### src/rtl/key_stim_pkg.sv
// Shared constants for the key stimulus generator: step count, idle key level,
// the 4x8 key pattern ROM and the sequencer state encoding.
package key_stim_pkg;

  localparam int SEQ_STEPS = 8;
  localparam logic [3:0] KEY_IDLE = 4'h0;
  localparam logic [3:0] KEY_ALL  = 4'hF;

  typedef enum logic {IDLE, DRIVE} state_t;

  // Row = pattern select, column = step index.
  localparam logic [3:0] PATTERN_ROM [4][SEQ_STEPS] = '{
    '{4'hF, 4'h0, 4'hF, 4'h0, 4'hF, 4'h0, 4'hF, 4'h0},
    '{4'hF, 4'h7, 4'h3, 4'h1, 4'h0, 4'h8, 4'hC, 4'hE},
    '{4'h1, 4'h2, 4'h4, 4'h8, 4'hF, 4'h8, 4'h4, 4'h0},
    '{4'hF, 4'hE, 4'hD, 4'hB, 4'h7, 4'h0, 4'h1, 4'hF}
  };

  function automatic logic [3:0] pattern_at(input logic [1:0] sel, input logic [2:0] idx);
    return PATTERN_ROM[sel][idx];
  endfunction

endpackage

### src/rtl/hold_timer.sv
// Step hold timer: down-counter loaded with HOLD_CYCLES-1; expire is high on the
// last cycle of a hold (count 0). The owner ignores expire while idle.
module hold_timer #(
  parameter int HOLD_CYCLES = 50000
) (
  input  logic clk50M,
  input  logic rst_n,
  input  logic load,
  output logic expire
);

  localparam int CW = $clog2(HOLD_CYCLES + 1);
  localparam logic [CW-1:0] RELOAD = CW'(HOLD_CYCLES - 1);

  logic [CW-1:0] cnt;

  always_ff @(posedge clk50M or negedge rst_n) begin
    if (!rst_n) begin
      cnt <= '0;
    end else if (load) begin
      cnt <= RELOAD;
    end else if (cnt != '0) begin
      cnt <= cnt - CW'(1);
    end
  end

  assign expire = (cnt == '0);

endmodule

### src/rtl/key_stim_gen.sv
// Drives key_out through one of four fixed 8-step patterns, each step held for
// HOLD_CYCLES clocks, with a registered reference model of the key gate.
module key_stim_gen
  import key_stim_pkg::*;
#(
  parameter int HOLD_CYCLES = 50000
) (
  input  logic       clk50M,
  input  logic       rst_n,
  input  logic       start,
  input  logic       abort,
  input  logic [1:0] seq_sel,
  output logic [3:0] key_out,
  output logic       busy,
  output logic       done,
  output logic [2:0] step,
  output logic       gate_model
);

  // Control handshake: start is a level request, accepted only on an edge where
  // the sequencer is idle and abort is low (seq_sel is latched on that edge).
  // abort is honoured on any edge while driving and always beats start.
  // done pulses for one cycle only on normal completion, never on abort.

  state_t     state, state_nxt;
  logic [1:0] sel_q, sel_nxt;
  logic [3:0] key_nxt;
  logic [2:0] step_nxt;
  logic       busy_nxt, done_nxt, gate_nxt;
  logic       load, expire;

  hold_timer #(.HOLD_CYCLES(HOLD_CYCLES)) u_hold_timer (
    .clk50M (clk50M),
    .rst_n  (rst_n),
    .load   (load),
    .expire (expire)
  );

  always_comb begin
    state_nxt = state;
    sel_nxt   = sel_q;
    key_nxt   = key_out;
    step_nxt  = step;
    busy_nxt  = busy;
    done_nxt  = 1'b0;
    load      = 1'b0;
    unique case (state)
      IDLE: begin
        if (start && !abort) begin
          state_nxt = DRIVE;
          sel_nxt   = seq_sel;
          step_nxt  = 3'd0;
          key_nxt   = pattern_at(seq_sel, 3'd0);
          busy_nxt  = 1'b1;
          load      = 1'b1;
        end
      end
      DRIVE: begin
        if (abort || (expire && step == 3'(SEQ_STEPS - 1))) begin
          state_nxt = IDLE;
          key_nxt   = KEY_IDLE;
          step_nxt  = 3'd0;
          busy_nxt  = 1'b0;
          done_nxt  = !abort;
        end else if (expire) begin
          step_nxt  = step + 3'd1;
          key_nxt   = pattern_at(sel_q, step + 3'd1);
          load      = 1'b1;
        end
      end
      default: state_nxt = IDLE;
    endcase
  end

  // Gate model looks at the key value being registered, so it stays aligned with key_out.
  always_comb begin
    gate_nxt = gate_model;
    if (key_nxt == KEY_ALL) begin
      gate_nxt = 1'b1;
    end else if (key_nxt == KEY_IDLE) begin
      gate_nxt = 1'b0;
    end
  end

  always_ff @(posedge clk50M or negedge rst_n) begin
    if (!rst_n) begin
      state      <= IDLE;
      sel_q      <= 2'd0;
      key_out    <= KEY_IDLE;
      step       <= 3'd0;
      busy       <= 1'b0;
      done       <= 1'b0;
      gate_model <= 1'b0;
    end else begin
      state      <= state_nxt;
      sel_q      <= sel_nxt;
      key_out    <= key_nxt;
      step       <= step_nxt;
      busy       <= busy_nxt;
      done       <= done_nxt;
      gate_model <= gate_nxt;
    end
  end

endmodule

### config.mk
export PLATFORM = sky130hd
export DESIGN_NAME = key_stim_gen
export DESIGN_NICKNAME = d
export VERILOG_FILES = /design/src/rtl/key_stim_pkg.sv /design/src/rtl/hold_timer.sv /design/src/rtl/key_stim_gen.sv
export SDC_FILE = /design/constraint.sdc
export NUM_CORES = 1
export LEC_CHECK = 0
export ABC_AREA = 1
export CORE_MARGIN = 3
export CORE_UTILIZATION = 59
export CTS_CLUSTER_DIAMETER = 40
export DETAILED_ROUTE_END_ITERATION = 8
export HOLD_SLACK_MARGIN = 0.02
export PLACE_DENSITY = 0.81
export SYNTH_ARGS = -nofsm -noshare
export SYNTH_HDL_FRONTEND = slang
export SYNTH_HIERARCHICAL = 1
export SYNTH_SLANG_ARGS = --single-unit
### constraint.sdc
create_clock -name clk50M -period 6.8 [get_ports clk50M]
set_clock_uncertainty 0.05 [all_clocks]
set_input_delay 1.02 -clock clk50M [delete_from_list [all_inputs] [get_ports clk50M]]
set_output_delay 1.02 -clock clk50M [all_outputs]
set_load 0.005 [all_outputs]
### After elaboration in Yosys (flattened, before gate mapping)

Index checks and enable logic that the tools add are counted.

* bits in registers: 29
* bits of input ports: 6
* output and inout port bits: 10
* word-level logic and storage cells: 66

* add/subtract/negate cells: 2
* magnitude comparators: 3
* equal/unequal tests: 5
* mux-type cells: 32
* bitwise operators: 4
* reduce and logical (&&, ||, !) cells: 12

Operator list (number)
* $bmux W32 S2: 2
* $mux W32: 4
* $mux W16: 2
* $mux W4: 5
* $logic_not A16 Y1: 1
* $reduce_bool A16 Y1: 1
* $sub A16 B1 Y16 const B: 1
* $bmux W4 S3: 1
* $mux W1: 10
* $mux W3: 3
* $pmux W4 S2: 1
* $ge A3 B3 Y1 const B: 2
* $not A2 Y3: 2
* $pmux W1 S2: 3
* $pmux W3 S2: 1
* $reduce_and A2 Y1: 3
* $eq A4 B4 Y1 const B: 1
* $ge A4 B4 Y1 const B: 1
* $logic_not A4 Y1: 1
* $not A3 Y4: 1
* $reduce_bool A2 Y1: 2
* $add A3 B1 Y3 const B: 1
* $eq A3 B3 Y1 const B: 1
* $ne A3 B1 Y1 const B: 1
* 6 further kinds: 7

### Longest topological paths before layout

Gate-level depths: netlist (run 1).

* depth in word-level cells: 13
* gate-level depth with buffers: 14
* depth with buffers taken out: 14

### By module

The synthesis (run 1) kept the hierarchy.

By module, submodules not included
* hold_timer: instances 1, cells an instance 150, area each 1036.0 µm², sequential area each 400.4 µm²
* key_stim_gen: instances 1, cells an instance 137, area each 968.4 µm², sequential area each 325.3 µm²

### Worst setup path before layout (run 1)

No wires, ideal clock.

* path kind: register to register
* from: register u_hold_timer.cnt[0]
* to: register u_hold_timer.cnt[13]
* library setup time: 0.123 ns
* data arrival time: 2.155 ns
* data required time: 6.627 ns
* setup slack: 4.472 ns
* cell stages (with the launch flop): 12
* buffers on the path: 2
* period minus slack after synthesis: 2.328 ns
* cells stage by stage: dfrtp_1 -> inv_1 -> ha_1 -> nand2_4 -> nor4_1 -> buf_4 -> nand3_1 -> nand2_1 -> inv_1 -> buf_2 -> nand3_1 -> nor2_1

* word-level cells in the longest chain between the ends: 6
* elaborated cells between the ends (all ways): 11
* those cells by class: add/sub (1); mux (5); reduce/logical (5)

Ends and longest elaborated chain
* start, declared: RTL line hold_timer.sv:15 `logic [CW-1:0] cnt;`
* start signal, assigned: RTL line hold_timer.sv:23 `cnt <= cnt - CW'(1);`
* $logic_not A16 Y1 (*): RTL line hold_timer.sv:27 `assign expire = (cnt == '0);`
* named net expire: RTL line key_stim_gen.sv:30 `logic load, expire;`
* $logic_and A1 B1 Y1: RTL line key_stim_gen.sv:59 `if (abort || (expire && step == 3'(SEQ_STEPS - 1))) begin`
* $logic_or A1 B1 Y1: RTL line key_stim_gen.sv:59
* $mux W1 (*): RTL line key_stim_gen.sv:59
* $pmux W1 S2 (*): RTL line key_stim_gen.sv:47 `unique case (state)`
* named net load: RTL line key_stim_gen.sv:30
* $mux W16 or $reduce_bool A2 Y1 (tied branches)

Mark *: on every way through the listed nets, which the timed path passes. The rest lies on a longest branch. The select of a mux whose other input is x is not followed.
A chain may end at the register's enable or synchronous reset.

### Final worst setup path (run 1)

* from: register u_hold_timer.cnt[0]
* to: register u_hold_timer.cnt[7]

The elaborated chain is that of the path after synthesis.

==> metrics.csv, run 1 <==
stage;metric;value;unit
cells_and_area;final net count;321;
power;Power Internal;325;uW
die;core area;3150;um2
timing;worst-margin pin slew;0.557;ns
synthesis;synthesized flop and latch total;29;
clock_tree;htree depth;2;
power;NetSw;188;uW
routing;ANT nets after route;0;
run_status;status;completed;
power;worst-case vdd ir drop;0.159;mV
clock_tree;clk root buf;clkbuf_4;
critical_path;Worst path most repeated cell;inv_1;
cells_and_area;antenna cell count;0;
critical_path;CP top delay family;simple AND/OR/NAND/NOR gates;
critical_path;slowest stage delay, CP;0.40;ns
placed_design;GP Congestion;0.920;
cells_and_area;Finished Core Util;0.714;
synthesis;Synth Area per Inst;6.98;um2
routing;DR vias/cell;5.13;
die;Die ar.;4130;um2
timing;Final Cycle Share;0.456;
critical_path;CP max FO;13;
global_route;largest net degree at the start of global routing;30;
critical_path;Worst setup SP type;flop;
power;clock share of power;0.235;
die;chip width;64.3;um
global_route;initial antenna violation count;0;
timing;RSZ-0062 raised after global routing;no;
synthesis;Synth area leaders;dfrtp_1 36%, nand2_1 14%, nor2_1 8.2%;
cells_and_area;final instance area;2250;um2
die;height of the die;64.3;um
critical_path;Worst setup EP type;flop;
power;leakage power;0.00114;uW
run;Max-Cap Viols;0;
clock_tree;clk slew on worst S/H paths;0.09;ns
placed_design;Placed Instance Area;2180;um2
timing;final setup TNS;0;ns
clock_tree;post-CTS setup buffer count;0;
routing;vias post-DR;1799;
routing;First-pass DRT Iterations;5;
power;Switching Share;0.367;
cells_and_area;commonest cells after routing, fill and taps aside;77 x nand2_1, 44 x nor2_1, 37 x inv_1;
critical_path;Slowest-stage cell, CP;dfrtp_1;
die;IO Count;16;
cells_and_area;layout cell share with drive strength beyond 1;0.140;
timing;Rel. slew slack;0.629;
power;Power Dens Cells;228;nW/um2
global_route;first-pass GRT wire length;7450;um
critical_path;critical path class;flop to flop;
routing;drc violations;0;
hold_path;hold crit path type;flop to flop;
timing;final setup vio count;0;
clock_tree;clk_lat worst skew;0.33;ns
power;Combinational Power Share;0.321;
synthesis;sequential area share after synthesis;0.362;
synthesis;Post-Syn Area;2000;um2
placed_design;Port-buffer cells;15;
timing;Slew Limit Fails;0;
routing;initial detailed-routing violation count;162;
critical_path;crit-path cells;inv_1 > ha_1 > nand2_4 > nor4_1 > buf_4 > a21oi_1 > nand3_1 > nand2_1 > inv_1 > nand3_2 > inv_1 > nor2_1;
timing;Tmin final;3.10;ns
cells_and_area;Area growth, synth to finish;12.4;%
clock_tree;clk sinks;29;
die;initial core utilization;0.636;
synthesis;share of the synthesized area in the top cell type;0.362;
global_route;total track usage;0.234;
global_route;gr ovfl total;0;
clock_tree;CTS tree;yes;
timing;final hold vios;0;
timing;fmax;0.322;GHz
clock_tree;Clock Path Buffers;2;
synthesis;Synth cell types;26;
clock_tree;CTS buffer count;5;
synthesis;cells after synthesis;287;
critical_path;required time worst endpoint;6.96;ns
synthesis;Post-Synthesis Net Count;302;
critical_path;WP data arrival;3.27;ns
routing;Detailed Route WL;4200;um
synthesis;YS warnings;6;
routing;Wirelength per Cell;12.0;um
synthesis;post-synth top area cell;dfrtp_1;
global_route;vias in the first global route;1668;
power;Reg power frac;0.444;
die;std cell rows;20;
placed_design;HPWL after DPL;3170;um
clock_tree;post-cts sizing count;0;
clock_tree;cts hold-fix bufs;0;
cells_and_area;commonest non-fill, non-tap cell in the layout;nand2_1;
critical_path;Buf+Inv Stages, Crit Path;4;
## metal layers
layer  vias to the layer above  wire [um]  GRT usage
met2                        61       1770      0.336
met4                         0         27     0.0792
li1                        933          -          -
met5                         -          0          0
met3                         4        287     0.0650
met1                       801       2110      0.337
## cell usage after synthesis
library cell	number
o21ai_0	9
ha_1	9
o21ai_2	3
o31ai_2	1
nor4_1	1
nand4_1	4
nand2_2	8
or2_2	4
nand3_1	27
nand3_2	3
nor2_4	2
dfrtp_1	29
o22ai_1	1
nand2_4	3
buf_6	2
buf_4	2
buf_2	1
xor2_1	1
nor3_1	1
inv_2	2
nor2_2	6
inv_1	37
nor2_1	44
nand2_1	77
a21oi_1	9
a21oi_2	1
## worst paths after layout
kind | to | slack, ns | start | cells past startpoint
hold / removal | gate_model | 0.44 | gate_model | 2
hold reg to reg | gate_model | 0.44 | gate_model | 2
setup reg to reg | u_hold_timer/cnt[7] | 3.70 | u_hold_timer/cnt[0] | 12
setup / recovery | u_hold_timer/cnt[7] | 3.70 | u_hold_timer/cnt[0] | 12
min in group asynchronous | sel_q[1] | 1.01 | rst_n | 2
max in group asynchronous | u_hold_timer/cnt[7] | 5.40 | rst_n | 2
## tightest hold or removal path: stages (launching register included)
cell,delay [ns]
dfrtp_1,0.36
nand2_1,0.06
nand2_1,0.05
## cell type report
class,instances,area [um2]
Fill cell,284,901
Tap cell,44,55.1
Timing Repair Buffer,17,165
Inverter,39,146
Clock inverter,1,5.00
Sequential cell,29,726
Clock buffer,7,65.1
Multi-Input combinational cell,214,1090
## state kept, by name, indices dropped and copies added, names as in the netlist
signal / count
busy: 1
done: 1
gate_model: 1
key_out: 4
sel_q: 2
state: 1
step: 3
u_hold_timer/cnt: 16
## power by group through the flow
stage               clock (uW)  sequential (uW)  combinational [uW]
detailed placement           0              231                 164
global route               131              233                 189
CTS                        124              228                 165
floorplan                    0              225                 119
finish                     120              228                 165
global placement             0              229                 160
## per-stage QoR
step	power [uW]	hold slack, ns	instances	worst slack [ns]
2_1_floorplan	344	0.414	287	4.47
5_1_grt	554	0.473	351	3.36
3_5_place_dp	394	0.420	343	3.64
6_report	513	0.440	351	3.70
4_1_cts	516	0.445	351	3.72
3_3_place_gp	389	0.418	343	3.69
## cells by family after synthesis
kind of cell / after synthesis / synth area share
adders and majority gates: 9 / 0.0562
and+or+nand+nor: 180 / 0.411
AOI/OAI and AO/OA: 24 / 0.0718
xor gates and xnor gates: 1 / 0.00437
DFF: 29 / 0.362
buffers and inverters: 44 / 0.0943
Note: power is estimated with default switching activity, not from simulation.
==> run 2: changes to the inputs <==
--- a/config.mk
+++ b/config.mk
@@ -7,11 +7,11 @@
 export LEC_CHECK = 0
 export ABC_AREA = 1
 export CORE_MARGIN = 3
-export CORE_UTILIZATION = 59
+export CORE_UTILIZATION = 58
 export CTS_CLUSTER_DIAMETER = 40
 export DETAILED_ROUTE_END_ITERATION = 8
 export HOLD_SLACK_MARGIN = 0.02
-export PLACE_DENSITY = 0.81
+export PLACE_DENSITY = 0.8
 export SYNTH_ARGS = -nofsm -noshare
 export SYNTH_HDL_FRONTEND = slang
 export SYNTH_HIERARCHICAL = 1
==> constraint.sdc (replaced) <==
create_clock -name clk50M -period 2.9 [get_ports clk50M]
set_clock_uncertainty 0.05 [all_clocks]
set_input_delay 0.435 -clock clk50M [delete_from_list [all_inputs] [get_ports clk50M]]
set_output_delay 0.435 -clock clk50M [all_outputs]
set_load 0.005 [all_outputs]
==> run 2 against run 1 <==
  * Routed wire length rose by 4.7%
  * Register-to-register slack worse by 3.4 ns
  * Critical endpoint is now u_hold_timer/cnt[14]
  * Sequential power rose by 130%
  * Total power up 130%
  * Worst setup slack worse by 3.4 ns
  * Cell count up 0.57%
  * Critical path depth unchanged
  * Global-route usage grew 0.44 points
  * Clock power up 130%
  * Worst hold slack lost 0.0087 ns
  * Die area is 1.6% higher
  * Largest power group unchanged
  * Sequential share of layout area fell by 0.41 points
==> metrics.csv, run 2 (synthesis results as in run 1) <==
stage;metric;value;unit;change
run_status;status;completed;;
clock_tree;clk_lat worst skew;0.32;ns;about the same
die;height of the die;64.8;um;+0.78%
routing;First-pass DRT Iterations;5;;unchanged
clock_tree;CTS tree;yes;;
critical_path;Reg2Reg Depth;12;;unchanged
routing;DR vias/cell;5.20;;+1.4%
critical_path;Worst setup SP type;flop;;
cells_and_area;largest registers;u_hold_timer/cnt x16, key_out x4, step x3;;
die;std cell rows;20;;unchanged
clock_tree;CTS buffer count;5;;unchanged
clock_tree;clk slew on worst S/H paths;0.09;ns;about the same
cells_and_area;commonest cells after routing, fill and taps aside;77 x nand2_1, 44 x nor2_1, 36 x inv_1;;
die;core area;3180;um2;+0.79%
global_route;largest net degree at the start of global routing;30;;unchanged
timing;final setup vio count;0;;unchanged
routing;drc violations;0;;unchanged
timing;RSZ-0062 raised after global routing;no;;
timing;worst-margin pin slew;0.389;ns;-0.168 ns
cells_and_area;layout cell share with drive strength beyond 1;0.152;;+0.0120
clock_tree;post-CTS setup buffer count;0;;unchanged
critical_path;crit-path cells;inv_1 > ha_1 > nand2_4 > nor4_2 > buf_4 > nand3_1 > nand2_1 > inv_1 > buf_4 > nand3_1 > nand2_1 > inv_1;;
critical_path;Buf+Inv Stages, Crit Path;5;;+1
clock_tree;clk sinks;29;;unchanged
cells_and_area;antenna cell count;0;;unchanged
critical_path;Worst path most repeated cell;inv_1;;
hold_path;hold crit path type;input pin to async pin;;
routing;Detailed Route WL;4400;um;+4.7%
critical_path;RR Startpoint;u_hold_timer/cnt[0];;
routing;Wirelength per Cell;12.5;um;+4.1%
routing;ANT nets after route;0;;unchanged
clock_tree;cts hold-fix bufs;0;;unchanged
global_route;gr ovfl total;0;;unchanged
timing;final setup TNS;0;ns;unchanged
placed_design;GP Congestion;0.903;;-1.9%
global_route;total track usage;0.238;;+0.00437
placed_design;HPWL after DPL;3270;um;+3.1%
die;initial core utilization;0.631;;-0.00501
cells_and_area;max reg flops;16;;unchanged
timing;fmax;0.384;GHz;+19%
power;Power Dens Cells;525;nW/um2;+130%
cells_and_area;# fillers;285;;+0.35%
critical_path;Worst path depth;12;;unchanged
critical_path;slowest stage delay, CP;0.40;ns;about the same
routing;initial detailed-routing violation count;176;;+8.6%
critical_path;WP data arrival;2.82;ns;-0.45 ns
placed_design;placed insts;345;;+0.58%
timing;Final Cycle Share;0.898;;+0.442
timing;Rel. slew slack;0.738;;+0.109
global_route;first-pass GRT wire length;7730;um;+3.8%
cells_and_area;Final Non-Filler Cells;353;;+0.57%
critical_path;FF-to-FF End;u_hold_timer/cnt[14];;
clock_tree;htree depth;2;;unchanged
critical_path;critical path class;flop to flop;;
die;Die ar.;4200;um2;+1.6%
timing;Slew Limit Fails;0;;unchanged
routing;vias post-DR;1834;;+1.9%
cells_and_area;Area growth, synth to finish;13.8;%;
run;Max-Cap Viols;0;;unchanged
power;leakage power;0.00115;uW;+0.65%
cells_and_area;final net count;323;;+0.62%
critical_path;Worst setup EP type;flop;;
timing;final hold vios;0;;unchanged
timing;Tmin final;2.60;ns;-0.497 ns
critical_path;Reg2Reg Setup Slack;0.30;ns;-3.40 ns
die;IO Count;16;;unchanged
clock_tree;post-cts sizing count;0;;unchanged
die;chip width;64.8;um;+0.78%
critical_path;CP top delay family;simple AND/OR/NAND/NOR gates;;
clock_tree;Clock Path Buffers;2;;unchanged
global_route;vias in the first global route;1677;;+0.54%
critical_path;CP max FO;12;;-1
clock_tree;clk root buf;clkbuf_4;;
critical_path;required time worst endpoint;3.11;ns;-3.85 ns
critical_path;Slowest-stage cell, CP;dfrtp_1;;
cells_and_area;Most flops, register;u_hold_timer/cnt;;
global_route;initial antenna violation count;0;;unchanged
cells_and_area;commonest non-fill, non-tap cell in the layout;nand2_1;;
placed_design;Port-buffer cells;15;;unchanged
power;worst-case vdd ir drop;0.410;mV;+160%
==> run 2: changes by cell type in the layout (fill, tap and decap cells not counted), sizes merged <==
cell | previous run | this run
buf | 2 | 4
==> run 2: layout make-up <==
cell class                 instances  area, um2  area share
timing repair buffer              19        180      0.0790
multi-input combinational        214       1100       0.484
tap                               44       55.1      0.0241
clock inverter                     1       5.00     0.00219
clock buffer                       7       65.1      0.0285
sequential                        29        726       0.318
inverter                          39        146      0.0642
==> run 2: layer usage <==
| metal | part of all wire | wire, um | vias to the layer above | GRT usage |
|---|---|---|---|---|
| met4 | 0.014 | 63 | 0 | 0.0660 |
| met2 | 0.42 | 1860 | 67 | 0.374 |
| li1 | - | - | 938 | - |
| met5 | 0 | 0 | - | 0 |
| met1 | 0.49 | 2140 | 819 | 0.329 |
| met3 | 0.076 | 332 | 10 | 0.0555 |
==> run 2: metrics by stage <==
stage	setup WS [ns]	total power (uW)	utilization	cell area, um2	hold WS [ns]
after floorplan	0.572	806	-	2000	0.0894
after global placement	0.316	916	0.691	2200	0.416
after detailed placement	0.173	922	0.691	2200	0.417
after CTS	0.111	1200	0.713	2270	0.437
after global routing	0.0155	1290	0.718	2280	0.444
final	0.296	1200	0.718	2280	0.432
==> run 2: report_power, final <==
group,internal [uW],switching [uW],leakage (uW)
logic,156,232,0.000755
clock network,140,134,0.0000413
registers,467,67.7,0.000354
total,763,434,0.00115
==> run 2: worst max path at each step <==
stage                   startpoint  slack, ns                    to
2_1_floorplan  u_hold_timer/cnt[0]       0.57  u_hold_timer/cnt[13]
3_3_place_gp   u_hold_timer/cnt[0]       0.32   u_hold_timer/cnt[5]
3_5_place_dp   u_hold_timer/cnt[0]       0.17  u_hold_timer/cnt[11]
4_1_cts        u_hold_timer/cnt[0]       0.11  u_hold_timer/cnt[11]
5_1_grt        u_hold_timer/cnt[0]       0.02  u_hold_timer/cnt[14]
6_report       u_hold_timer/cnt[0]       0.30  u_hold_timer/cnt[14]
==> run 3: changes to the inputs <==
--- a/config.mk
+++ b/config.mk
@@ -7,11 +7,10 @@
 export LEC_CHECK = 0
 export ABC_AREA = 1
 export CORE_MARGIN = 3
-export CORE_UTILIZATION = 58
+export CORE_UTILIZATION = 41
 export CTS_CLUSTER_DIAMETER = 40
 export DETAILED_ROUTE_END_ITERATION = 8
 export HOLD_SLACK_MARGIN = 0.02
-export PLACE_DENSITY = 0.8
 export SYNTH_ARGS = -nofsm -noshare
 export SYNTH_HDL_FRONTEND = slang
 export SYNTH_HIERARCHICAL = 1
==> run 3 against run 2 <==
  * Sequential power is essentially flat
  * Largest cell class unchanged
  * Worst hold slack lost 0.0040 ns
  * Utilization shrank 21 points
  * Critical endpoint is now u_hold_timer/cnt[7]
  * Total power grew 3.5%
  * Register-to-register slack is essentially flat
  * Worst setup slack gained 0.014 ns
==> metrics.csv, run 3 (synthesis results as in run 1) <==
stage;metric;value;unit;change
hold_path;hold depth;2;;
cells_and_area;max reg flops;16;;unchanged
clock_tree;CTS buffer count;5;;unchanged
die;Die ar.;5760;um2;+37%
power;Final Power;1240;uW;+3.5%
die;std cell rows;24;;+20%
global_route;gr ovfl total;0;;unchanged
critical_path;Worst setup EP type;flop;;
placed_design;Placed Instance Area;2230;um2;+1.5%
clock_tree;clk root buf;clkbuf_8;;
critical_path;Worst path most repeated cell;inv_1;;
timing;Final Cycle Share;0.893;;-0.00493
timing;final setup vio count;0;;unchanged
timing;final hold vios;0;;unchanged
clock_tree;clk slew on worst S/H paths;0.06;ns;-0.03 ns
routing;ANT nets after route;0;;unchanged
critical_path;CP max FO;11;;-1
die;initial core utilization;0.442;;-0.189
routing;Wirelength per Cell;11.5;um;-7.3%
clock_tree;CTS tree;yes;;
timing;final setup TNS;0;ns;unchanged
cells_and_area;Final Non-Filler Cells;374;;+5.9%
routing;DR vias/cell;4.70;;-9.5%
cells_and_area;Most flops, register;u_hold_timer/cnt;;
clock_tree;post-CTS setup buffer count;0;;unchanged
cells_and_area;Area growth, synth to finish;15.5;%;
routing;vias post-DR;1758;;-4.1%
placed_design;HPWL after DPL;3340;um;+2.1%
power;worst-case vdd ir drop;0.366;mV;-11%
routing;initial detailed-routing violation count;83;;-53%
hold_path;hold crit path type;flop to flop;;
die;height of the die;75.9;um;+17%
die;IO Count;16;;unchanged
critical_path;Slowest-stage cell, CP;dfrtp_1;;
cells_and_area;layout cell share with drive strength beyond 1;0.146;;-0.00647
critical_path;critical path class;flop to flop;;
die;chip width;75.9;um;+17%
power;Power Dens Cells;535;nW/um2;+2.0%
cells_and_area;final instance area;2310;um2;+1.5%
critical_path;slowest stage delay, CP;0.39;ns;about the same
timing;Tmin final;2.59;ns;-0.0143 ns
timing;fmax;0.386;GHz;+0.55%
critical_path;required time worst endpoint;3.01;ns;-0.10 ns
global_route;initial antenna violation count;0;;unchanged
routing;First-pass DRT Iterations;4;;-1
run_status;status;completed;;
placed_design;GP Congestion;0.857;;-5.1%
run;Max-Cap Viols;0;;unchanged
routing;Detailed Route WL;4320;um;-1.8%
cells_and_area;commonest non-fill, non-tap cell in the layout;nand2_1;;
timing;worst-margin pin slew;0.403;ns;+0.0134 ns
placed_design;placed insts;366;;+6.1%
critical_path;Reg2Reg Setup Slack;0.31;ns;about the same
global_route;largest net degree at the start of global routing;30;;unchanged
clock_tree;htree depth;2;;unchanged
critical_path;RR Startpoint;u_hold_timer/cnt[0];;
timing;Hold WS;0.428;ns;-0.00397 ns
cells_and_area;commonest cells after routing, fill and taps aside;76 x nand2_1, 44 x nor2_1, 37 x inv_1;;
clock_tree;cts hold-fix bufs;0;;unchanged
die;core area;4530;um2;+43%
timing;RSZ-0062 raised after global routing;no;;
clock_tree;Clock Path Buffers;2;;unchanged
clock_tree;clk sinks;29;;unchanged
routing;drc violations;0;;unchanged
hold_path;HP Start;gate_model;;
critical_path;FF-to-FF End;u_hold_timer/cnt[7];;
critical_path;crit-path cells;inv_1 > ha_2 > nand2_4 > nor4_2 > a21oi_1 > nand3_1 > nand2_2 > inv_1 > nand3_2 > inv_1 > nor2_1;;
global_route;total track usage;0.161;;-0.0775
cells_and_area;antenna cell count;0;;unchanged
timing;Rel. slew slack;0.731;;-0.00719
placed_design;Port-buffer cells;15;;unchanged
cells_and_area;final net count;323;;unchanged
critical_path;Worst setup SP type;flop;;
critical_path;Reg2Reg Depth;11;;-1
power;leakage power;0.00115;uW;-0.13%
cells_and_area;largest registers;u_hold_timer/cnt x16, key_out x4, step x3;;
critical_path;WP data arrival;2.70;ns;-0.12 ns
hold_path;Worst Hold End;gate_model;;
global_route;first-pass GRT wire length;7580;um;-2.0%
global_route;vias in the first global route;1585;;-5.5%
clock_tree;post-cts sizing count;0;;unchanged
timing;Slew Limit Fails;0;;unchanged
clock_tree;clk_lat worst skew;0.27;ns;-0.05 ns
-- run 3: final cells by class --
cell class	count	area [um2]
tap	65	81.3
clock buffer	8	80.1
inverter	39	146
timing repair buffer	19	180
multi-input combinational	214	1100
sequential	29	726
fill	442	2220
-- run 3: routing by layer --
layer  vias to the layer above  track usage  routed length (um)
met2                        36        0.217                1720
li1                        937            -                   -
met3                         2       0.0355                 169
met1                       783        0.254                2400
met4                         0       0.0435                  27
met5                         -            0                   0
-- run 3: where the power goes --
group	total [uW]	switching (uW)	internal (uW)
logic	389	231	158
clock network	316	146	170
registers	533	65.2	468
-- run 3: per-stage QoR --
stage	setup slack (ns)	util
2_1_floorplan	0.572	-
3_3_place_gp	0.346	0.492
3_5_place_dp	0.230	0.492
4_1_cts	0.206	0.509
5_1_grt	0.0265	0.510
6_report	0.310	0.510
-- run 3: how the worst max path moves through the flow --
stage	from	end	slack [ns]	cells after the start
after floorplan	u_hold_timer/cnt[0]	u_hold_timer/cnt[13]	0.57	11
after global placement	u_hold_timer/cnt[0]	u_hold_timer/cnt[11]	0.35	11
after detailed placement	u_hold_timer/cnt[0]	u_hold_timer/cnt[7]	0.23	11
after CTS	u_hold_timer/cnt[0]	u_hold_timer/cnt[7]	0.21	11
after global routing	u_hold_timer/cnt[0]	u_hold_timer/cnt[6]	0.03	11
final	u_hold_timer/cnt[0]	u_hold_timer/cnt[7]	0.31	11
-- run 3: critical path: cells and delay by family, from the launching register on --
kind	cells	cell delay, ns
and+or+nand+nor	6	1.07
AOI/OAI and AO/OA	1	0.15
adders and majority gates	1	0.26
buffers and inverters	3	0.55
DFF	1	0.39
